**config.mk**
```make
export PLATFORM = sky130hd
export DESIGN_NAME = rr_arbiter_wrr
export DESIGN_NICKNAME = d
export VERILOG_FILES = /design/src/rtl/rr_arbiter_wrr.sv
export SDC_FILE = /design/constraint.sdc
export NUM_CORES = 1
export LEC_CHECK = 0
export CAP_MARGIN = 10
export CORE_MARGIN = 2
export CORE_UTILIZATION = 50
export DETAILED_ROUTE_END_ITERATION = 8
export PLACE_DENSITY_LB_ADDON = 0.25
export SLEW_MARGIN = 40
export SYNTH_ARGS = -nofsm -noshare
export SYNTH_HDL_FRONTEND = slang
export SYNTH_SLANG_ARGS = --single-unit
```
**constraint.sdc**
```tcl
create_clock -name clk -period 4.4 [get_ports clk]
set_clock_uncertainty 0.1 [all_clocks]
set_input_delay 0.88 -clock clk [delete_from_list [all_inputs] [get_ports clk]]
set_output_delay 0.88 -clock clk [all_outputs]
set_load 0.005 [all_outputs]
```
**src/rtl/rr_arbiter_wrr.sv**
```systemverilog
// Weighted round-robin arbiter with a registered one-hot grant.
// Each owner keeps the grant for up to weight[owner] acked beats (weight 0
// counts as 1). Ownership passes on without a bubble, and the search
// always starts just past the previous owner.
module rr_arbiter_wrr #(
  parameter int NUM_PORTS = 4,
  parameter int WEIGHT_W  = 4,
  parameter int ID_W      = $clog2(NUM_PORTS)
) (
  input  logic                          clk,
  input  logic                          reset,
  input  logic [NUM_PORTS-1:0]          req_i,
  input  logic [NUM_PORTS*WEIGHT_W-1:0] weight_i,
  input  logic                          ack_i,
  output logic [NUM_PORTS-1:0]          gnt_o,
  output logic                          gnt_vld_o,
  output logic [ID_W-1:0]               gnt_id_o
);

  typedef enum logic {
    IDLE  = 1'b0,
    GRANT = 1'b1
  } state_t;

  state_t                state, state_n;
  logic [ID_W-1:0]       ptr, ptr_n;
  logic [ID_W-1:0]       owner, owner_n;
  logic [WEIGHT_W-1:0]   credit, credit_n;
  logic                  armed;

  logic [ID_W-1:0]       search_ptr;
  logic                  win_vld;
  logic [ID_W-1:0]       win_id;
  logic [WEIGHT_W-1:0]   win_weight;
  logic                  release_now;
  logic                  load;

  // Modulo-N increment of a port index. Plain addition is not enough when
  // NUM_PORTS is not a power of two.
  function automatic logic [ID_W-1:0] next_idx(input logic [ID_W-1:0] idx);
    if (idx == ID_W'(NUM_PORTS - 1))
      return '0;
    else
      return idx + ID_W'(1);
  endfunction

  // The owner gives up the grant when it drops its request, or when it
  // spends its last credit. An ack that arrives with a dropped request is
  // not counted.
  always_comb begin
    release_now = 1'b0;
    if (state == GRANT)
      release_now = !req_i[owner] || (ack_i && (credit == WEIGHT_W'(1)));
  end

  // The search starts at ptr when idle. On a release it starts just past
  // the outgoing owner, which is the pointer value being written this cycle.
  always_comb begin
    search_ptr = ptr;
    if (release_now)
      search_ptr = next_idx(owner);
  end

  // The first asserted request wins, scanning circularly from search_ptr.
  always_comb begin
    win_vld = 1'b0;
    win_id  = '0;
    for (int i = 0; i < NUM_PORTS; i++) begin
      int              idx;
      logic [ID_W-1:0] idx_w;
      idx = int'(search_ptr) + i;
      if (idx >= NUM_PORTS)
        idx = idx - NUM_PORTS;
      idx_w = ID_W'(idx);
      if (!win_vld && req_i[idx_w]) begin
        win_vld = 1'b1;
        win_id  = idx_w;
      end
    end
  end

  // Weight of the candidate winner. It is only used at a load, so weight
  // changes during a burst have no effect until the next load.
  always_comb begin
    win_weight = weight_i[win_id*WEIGHT_W +: WEIGHT_W];
  end

  // Next-state logic. Loads happen from IDLE (once armed after reset) or on
  // a release in GRANT. Either way the new owner and its credit are loaded.
  always_comb begin
    state_n  = state;
    ptr_n    = ptr;
    owner_n  = owner;
    credit_n = credit;
    load     = 1'b0;
    case (state)
      IDLE: begin
        if (armed && win_vld)
          load = 1'b1;
      end
      GRANT: begin
        if (release_now) begin
          ptr_n = next_idx(owner);
          if (win_vld)
            load = 1'b1;
          else
            state_n = IDLE;
        end else if (ack_i) begin
          credit_n = credit - WEIGHT_W'(1);
        end
      end
      default: state_n = IDLE;
    endcase
    if (load) begin
      state_n  = GRANT;
      owner_n  = win_id;
      credit_n = (win_weight == '0) ? WEIGHT_W'(1) : win_weight;
    end
  end

  // State and grant registers. A grant after reset needs one extra edge to
  // arm, so it cannot appear on the first edge after reset is released.
  always_ff @(posedge clk) begin
    if (reset) begin
      state     <= IDLE;
      ptr       <= '0;
      owner     <= '0;
      credit    <= '0;
      armed     <= 1'b0;
      gnt_o     <= '0;
      gnt_vld_o <= 1'b0;
      gnt_id_o  <= '0;
    end else begin
      state  <= state_n;
      ptr    <= ptr_n;
      owner  <= owner_n;
      credit <= credit_n;
      armed  <= 1'b1;
      if (state_n == GRANT) begin
        gnt_o     <= NUM_PORTS'(1) << owner_n;
        gnt_vld_o <= 1'b1;
        gnt_id_o  <= owner_n;
      end else begin
        gnt_o     <= '0;
        gnt_vld_o <= 1'b0;
        gnt_id_o  <= '0;
      end
    end
  end

endmodule
```
Word level (Yosys, flattened, before mapping)
Cells that the tools add are included.
{"block": "op_classes", "addsub": 9, "n_lt_le_gt_ge": 9, "eq_ne": 3, "n_shift": 2, "muxes": 40, "bitwise_logic": 2, "n_reduce_logical": 15}
{"cell": "$mux W2", "n": 11}
{"cell": "$mux W4", "n": 5}
{"cell": "$mux W1", "n": 18}
{"cell": "$shiftx A16 B5 Y4", "n": 1}
{"cell": "$lt A2 B3 Y1 const B", "n": 5}
{"cell": "$bmux W1 S2", "n": 5}
{"cell": "$ge A3 B3 Y1 const B", "n": 3}
{"cell": "$sub A2 B1 Y2 const B", "n": 4}
{"cell": "$add A2 B2 Y3 const B", "n": 2}
{"cell": "$logic_and A1 B1 Y1", "n": 5}
{"cell": "$eq A4 B1 Y1 const B", "n": 1}
{"cell": "$logic_not A1 Y1", "n": 4}
{"cell": "$logic_not A4 Y1", "n": 1}
{"cell": "$reduce_bool A2 Y1", "n": 2}
{"cell": "$shl A1 B2 Y4 const A", "n": 1}
{"cell": "$sub A4 B1 Y4 const B", "n": 1}
{"cell": "$add A2 B1 Y3 const B", "n": 1}
{"cell": "$ge A2 B3 Y1 const B", "n": 1}
{"cell": "$reduce_and A3 Y1", "n": 1}
{"cell": "$add A2 B1 Y2 const B", "n": 1}
{"cell": "$eq A2 B2 Y1 const B", "n": 1}
{"cell": "$ne A2 B1 Y1 const B", "n": 1}
{"cell": "$not A1 Y1", "n": 2}
{"cell": "$pmux W1 S2", "n": 1}
{"cell": "other kinds (2)", "n": 2}
{"block": "word_totals", "register_bits": 17, "out_inout_bits": 7, "word_cells": 88}

Depth between registers and ports, before layout
Gate-level depths: netlist (run 1).
{"block": "logic_depth", "ltp_word": 26, "ltp_mapped": 10, "ltp_nobuf": 10}

Least setup slack after synthesis (run 1)
Ideal clock, no wire load.
{"block": "synth_timing", "path_kind": "in2reg", "start": "input port req_i[0]", "end": "register credit[0]", "setup_ns": 0.075, "arrival_ns": 3.132, "required_time_ns": 4.225, "path_slack_ns": 1.093, "path_stages": 8, "path_buffers": 0, "cell_sequence": "mux2_4 > o22a_1 > a211oi_4 > o311ai_1 > a221oi_2 > mux4_2 > or3_1 > o22ai_1"}
{"block": "synth_via", "elab_chain_len": 25, "word_cells_on_any_way": 56, "cone_classes": "7 x add/sub; 4 x order compare; 1 x eq/ne; 1 x shift; 30 x mux; 13 x reduce/logical"}
{"item": "from (decl)", "line": "12", "rtl": "input logic [NUM_PORTS-1:0] req_i,"}
{"item": "parallel branches: the longest is 25 deep, another holds $add A2 B1 Y3"}
{"item": "to (signal assigned)", "line": "137", "rtl": "credit <= credit_n;"}
{"item": "to (decl)", "line": "28", "rtl": "logic [WEIGHT_W-1:0] credit, credit_n;"}
Parallel ways; which one is timed is not known. The select of a mux whose other input is x is not followed.
A chain may end at the register's enable or synchronous reset.

Final worst setup path (run 1)
Same ends and word-level chain as after synthesis.

==> results of run 1 <==
flip-flops by register name (all words and copies together), names as in the netlist:
name and count:
gnt_id_o 2, gnt_vld_o 1, gnt_o 4, owner 2, armed 1, ptr 2
credit 4
area by class of cell:
cell class	instances	area, sq um	area share
clock buffers	4	36.3	0.0258
inverters	11	41.3	0.0293
multi-input cells	96	678	0.482
flip-flops and latches	16	320	0.228
well taps	27	33.8	0.0240
repair buffers	30	298	0.212
worst min-delay path, cell delays in order (launching register included):
cell and delay [ps]:
dfxtp_1 340, xnor2_1 150, a211oi_1 70
logic make-up (layout without fill, tap and decap cells):
kind of cell | after synthesis | after routing | share of synthesized area
xor gates and xnor gates | 3 | 3 | 0.0250
muxes | 7 | 7 | 0.0952
adders and majority gates | 3 | 3 | 0.0357
AOI/OAI and AO/OA | 36 | 36 | 0.260
DFF | 16 | 16 | 0.305
buffers and inverters | 14 | 45 | 0.0500
and+or+nand+nor | 47 | 47 | 0.230
cells in the mapped netlist, drive strengths merged (2+ instances only):
cell type,instances
nor2,19
dfxtp,16
inv,11
nand2,9
o21ai,8
a211oi,5
and3,4
mux2i,4
o22ai,4
a31oi,3
clkbuf,3
ha,3
nand2b,3
xnor2,3
mux4,2
nor4,2
o211a,2
o21a,2
o21bai,2
report_power, final:
group | switching [mW] | total (mW) | internal, mW
Clock | 0.0450 | 0.0953 | 0.0503
Sequential | 0.0149 | 0.174 | 0.159
Combinational | 0.0715 | 0.151 | 0.0798
Total | 0.131 | 0.421 | 0.289
worst min path at each step:
stage	start	endpoint	slack, ps
floorplan	credit[3]	credit[3]	430
finish	credit[3]	credit[3]	500
global placement	credit[3]	credit[3]	450
detailed placement	credit[3]	credit[3]	490
CTS	credit[3]	credit[3]	500
global route	credit[3]	credit[3]	550
layer usage:
| layer | up-vias | GRT usage |
|---|---|---|
| met5 | - | 0 |
| met4 | 0 | 0.0463 |
| met3 | 4 | 0.0303 |
| met2 | 50 | 0.389 |
| met1 | 487 | 0.251 |
| li1 | 525 | - |
==> summary.md, run 1 <==
| Metric | Value |
|---|---|
| Tot GR Track Use | 0.209 |
| RR Endpoint | credit[0] |
| Fmax | 267 MHz |
| Critical Path RT | 4510 ps |
| Pre-antenna DRT Iters | 4 |
| Layout area overhead | 33.9% |
| Final core utilization | 0.710 |
| Root Buffer | clkbuf_4 |
| Final Worst Setup Slack | 651 ps |
| R2R cell count | 9 |
| Die Span X | 49.8 um |
| Reg clk slew, reported paths | 90 ps |
| CTS Hold Buffers Added | 0 |
| Most frequent cells in the layout | 29 x clkdlybuf4s50_1, 19 x nor2_1, 16 x dfxtp_1 |
| Fillers | 154 |
| Critical path type | input pin to flop |
| Final hold slack | 496 ps |
| Yosys reg bits | 16 |
| Routed wl met2 | roughly 1300 um |
| IO Pins | 30 |
| WL/cell | roughly 13 um |
| Crit path max-delay family | compound AO/OA/AOI/OAI gates |
| FF-to-FF Start | owner[0] |
| CP Capture Type | flop |
| Design Area, Final | roughly 0.0014 sq mm |
| Least-Margin Pin Slew | 627 ps |
| Die area | 0.00248 sq mm |
| Largest net degree at the start of global routing | 13 |
| DP Cell Count | 180 |
| CP cell instances | clkdlybuf4s50_1, mux2_4, o22a_1, a31oi_1, o311ai_1, a221oi_2, mux4_2, or3_1, o22ai_1 |
| Max Cap Viol | 0 |
| CP peak stage delay | ~550 ps |
| Worst vdd ir | 0.000188 V |
| CTS H-tree lvls | 1 |
| Core Area | 0.00198 sq mm |
| Avg Vias per Cell | ~5.8 |
| # DRC | 0 |
| Uppermost layer routed | met4 |
| Worst setup path startpoint | req_i[0] |
| Syn_area_per_cell | 8.34 sq um |
| Synth Cell Area | 0.00105 sq mm |
| Port Buffers | 29 |
| Fin cells | 184 |
| Final period utilization | 0.852 |
| Ant. Diodes | 0 |
| Tmin final | 3750 ps |
| Initial antenna violation count | 0 |
| Power density over cell area | 299 mW/mm^2 |
| Slew Limit Fails | 0 |
| Fraction of registers with async set/reset | 0 |
| Layout Nets | between 150 and 200 |
| Register area share after synthesis | 0.305 |
| Status | completed |
| Place WS | around 420 ps |
| Post-CTS sizing | 0 |
| Hold Violations, Final | 0 |
| Max FO, Critical Path | 7 |
| Startpoint Class | input pin |
| Num CTS Buffers | 3 |
| Sink Count | 16 |
| Commonest non-fill, non-tap cell in the layout | clkdlybuf4s50_1 |
| Leakage | 0.561 nW |
| EDFF count, synth | 0 |
| Total power | 0.421 mW |
| Yosys warnings | 0 |
| Slowest-stage cell, CP | clkdlybuf4s50_1 |
| Post-Route WL | 2450 um |
| Levels on crit path | 9 |
| Share of cells above drive strength 1 | 0.0764 |
| Met3 routed WL | 159 um |
| WP data arrival | 3850 ps |
| Post-CTS Setup Inserts | 0 |
| Placer Congestion | 0.903 |
| Distinct cells, synth | 42 |
| First-pass GRT wire length | 4070 um |
| Placed Instance Area | 0.00137 sq mm |
| Worst Hold Depth | 2 |
| R2R Setup Slk | between 1000 and 1500 ps |
| Synth Flop Type | dfxtp_1 |
| 1st-iter DRT viols | 60 |
| Antenna viol nets, final | 0 |
| Syn nets | between 150 and 200 |
| Post-synth top area cell | dfxtp_1 |
| Dpl hpwl | approximately 2000 um |
| Hold Path Class | flop to flop |
| Rows | 16 |
| Die Span Y | 49.8 um |
| Initial Utilization | 0.530 |
| Area share of the largest cell type after synthesis | 0.305 |
| Synth top area cells | dfxtp_1 30%, nor2_1 6.8%, mux4_2 4.3% |
| CTS tree | done |
| Via count | roughly 1,100 |
| Total global routing overflow | 0 |
| # setup viols final | 0 |
| Clk buf depth | 2 |
| Slew margin rel. | 0.577 |
| Buf/Inv on CP | 1 |
| Worst Setup EP | credit[0] |
| RSZ-0062 raised after global routing | false |
| Number of global-route vias before repair | a little under 1,000 |
| Cells after synthesis | 126 |
| Clk Latency, worst-skew pair | 280 ps |
| Setup TNS | 0 ps |
| WL met1 | 1020 um |
No activity file was read; power rests on OpenSTA's default activity.
==> inputs of run 2 (changes only) <==
- clock period: 4.4 -> 4.8 ns (I/O delays scaled with it)
==> run 2 against run 1 <==
  * Global-route usage increased by 1.5 points
  * Sequential share of layout area increased by 0.12 points
  * Clock-buffer cell count unchanged
  * First-iteration DRC count decreased by 47%
  * Die area unchanged
  * Hold slack improved by 8.7 ps
  * Clock power decreased by 8.7%
  * Worst setup slack improved by 160 ps
  * Non-clock buffer count decreased by 1
  * Via count increased by 2.1%
  * Register-to-register slack improved by 240 ps
  * Core utilization decreased by 0.38 points
==> summary.md, run 2 (synthesis gave the netlist of run 1 again) <==
| Metric | Value |
|---|---|
| Commonest non-fill, non-tap cell in the layout | clkdlybuf4s50_1 (unchanged) |
| Number of global-route vias before repair | 1,025 (was 978) |
| Layout area overhead | 33.2% (was 33.9%) |
| Reg clk slew, reported paths | 90 ps (about the same) |
| CTS Hold Buffers Added | 0 (unchanged) |
| Design Area, Final | 0.00140 sq mm (was 0.00141 sq mm) |
| Dpl hpwl | 2030 um (was 2010 um) |
| # DRC | 0 (unchanged) |
| Final period utilization | 0.831 |
| # setup viols final | 0 (unchanged) |
| Die Span X | 49.8 um (unchanged) |
| Placer Congestion | 0.904 (was 0.903) |
| Worst vdd ir | 0.000318 V (was 0.000188 V) |
| Post-Route WL | 2500 um (was 2450 um) |
| CP Capture Type | flop (unchanged) |
| Worst setup path startpoint | req_i[0] (unchanged) |
| Setup TNS | 0 ps (unchanged) |
| Total global routing overflow | 0 (unchanged) |
| Clk buf depth | 2 (unchanged) |
| CTS tree | done (unchanged) |
| Clk Latency, worst-skew pair | 290 ps (was 280 ps) |
| First-pass GRT wire length | 4240 um (was 4070 um) |
| IO Pins | 30 (unchanged) |
| Max FO, Critical Path | 7 (unchanged) |
| Final hold slack | 505 ps (was 496 ps) |
| Num CTS Buffers | 3 (unchanged) |
| Die Span Y | 49.8 um (unchanged) |
| Hold Violations, Final | 0 (unchanged) |
| Status | completed (unchanged) |
| Port Buffers | 29 (unchanged) |
| Fillers | 159 (was 154) |
| R2R Setup Slk | 1480 ps (was 1240 ps) |
| Initial Utilization | 0.530 (unchanged) |
| Biggest regs | credit (4), gnt_o (4) (unchanged) |
| Critical Path RT | 4910 ps (was 4510 ps) |
| WL/cell | 13.6 um (was 13.3 um) |
| Total power | 0.386 mW (was 0.421 mW) |
| Slew Limit Fails | 0 (unchanged) |
| Initial antenna violation count | 0 (unchanged) |
| Leakage | 0.555 nW (was 0.561 nW) |
| Pre-antenna DRT Iters | 4 (unchanged) |
| Post-CTS sizing | 0 (unchanged) |
| WP data arrival | 4100 ps (was 3850 ps) |
| Hold Path Class | flop to flop (unchanged) |
| RR Endpoint | credit[0] (unchanged) |
| R2R cell count | 9 (unchanged) |
| Tot GR Track Use | 0.224 (was 0.209) |
| Ant. Diodes | 0 (unchanged) |
| Core Area | 0.00198 sq mm (unchanged) |
| Avg Vias per Cell | 5.95 (was 5.79) |
| Critical path type | input pin to flop (unchanged) |
| Fmax | 251 MHz |
| Least-Margin Pin Slew | 625 ps (was 627 ps) |
| Placed Instance Area | 0.00136 sq mm (was 0.00137 sq mm) |
| Tmin final | 3990 ps |
| Slew margin rel. | 0.578 (was 0.577) |
| Share of cells above drive strength 1 | 0.0705 (was 0.0764) |
| FF/Latch Area | 320 sq um (unchanged) |
| RSZ-0062 raised after global routing | false (unchanged) |
| Startpoint Class | input pin (unchanged) |
| CTS H-tree lvls | 1 (unchanged) |
| Largest net degree at the start of global routing | 13 (unchanged) |
| 1st-iter DRT viols | 32 (was 60) |
| FF-to-FF Start | credit[0] (was owner[0]) |
| Sink Count | 16 (unchanged) |
| Antenna viol nets, final | 0 (unchanged) |
| Rows | 16 (unchanged) |
| Via count | 1,088 (was 1,066) |
| Root Buffer | clkbuf_4 (unchanged) |
| Power density over cell area | 276 mW/mm^2 (was 299 mW/mm^2) |
| Die area | 0.00248 sq mm (unchanged) |
| Worst Setup EP | credit[0] (unchanged) |
| Area of the multi-input gates | 678 sq um (unchanged) |
| Layout Nets | 183 (was 184) |
| Post-CTS Setup Inserts | 0 (unchanged) |
| Max Cap Viol | 0 (unchanged) |
| Most frequent cells in the layout | 29 x clkdlybuf4s50_1, 19 x nor2_1, 16 x dfxtp_1 (unchanged) |
run 2: changes by cell type in the layout (fill, tap and decap cells not counted), sizes merged:
cell / delta
buf: -1
run 2: critical path: stages:
cell and delay, ps:
clkdlybuf4s50_1 520, mux2_4 350, o22a_1 280, a31oi_1 380, o311ai_1 170, a221oi_2 560
mux4_2 410, or3_1 350, o22ai_1 130
run 2: layout make-up:
cell class,instances,area share
clock buffer,4,0.0259
tap,27,0.0241
sequential,16,0.229
inverter,11,0.0295
timing repair buffer,29,0.207
multi-input combinational,96,0.484
run 2: per-layer routing:
layer | up-vias | share of wire | global-route usage
li1 | 527 | - | -
met1 | 501 | 0.41 | 0.253
met2 | 50 | 0.50 | 0.398
met3 | 10 | 0.059 | 0.0545
met4 | 0 | 0.031 | 0.0972
met5 | - | 0 | 0
run 2: report_power, final:
part	leakage (nW)	internal, mW	switching, mW
clock network	0.0210	0.0462	0.0408
logic	0.403	0.0720	0.0671
registers	0.132	0.146	0.0136
run 2: stage by stage:
stage           util  instances  setup WS [ps]
2_1_floorplan      -        126           1410
6_report       0.706        183            811
3_5_place_dp   0.688        179            574
4_1_cts        0.706        183            873
3_3_place_gp   0.688        179            712
5_1_grt        0.706        183            646
run 2: how the worst min path moves through the flow:
| stage | start | end | slack, ps | depth (start not counted) |
|---|---|---|---|---|
| global route | credit[3] | credit[3] | 520 | 2 |
| finish | credit[3] | credit[3] | 500 | 2 |
| global placement | credit[3] | credit[3] | 450 | 2 |
| detailed placement | credit[3] | credit[3] | 500 | 2 |
| floorplan | credit[3] | credit[3] | 430 | 2 |
| CTS | credit[3] | credit[3] | 510 | 2 |
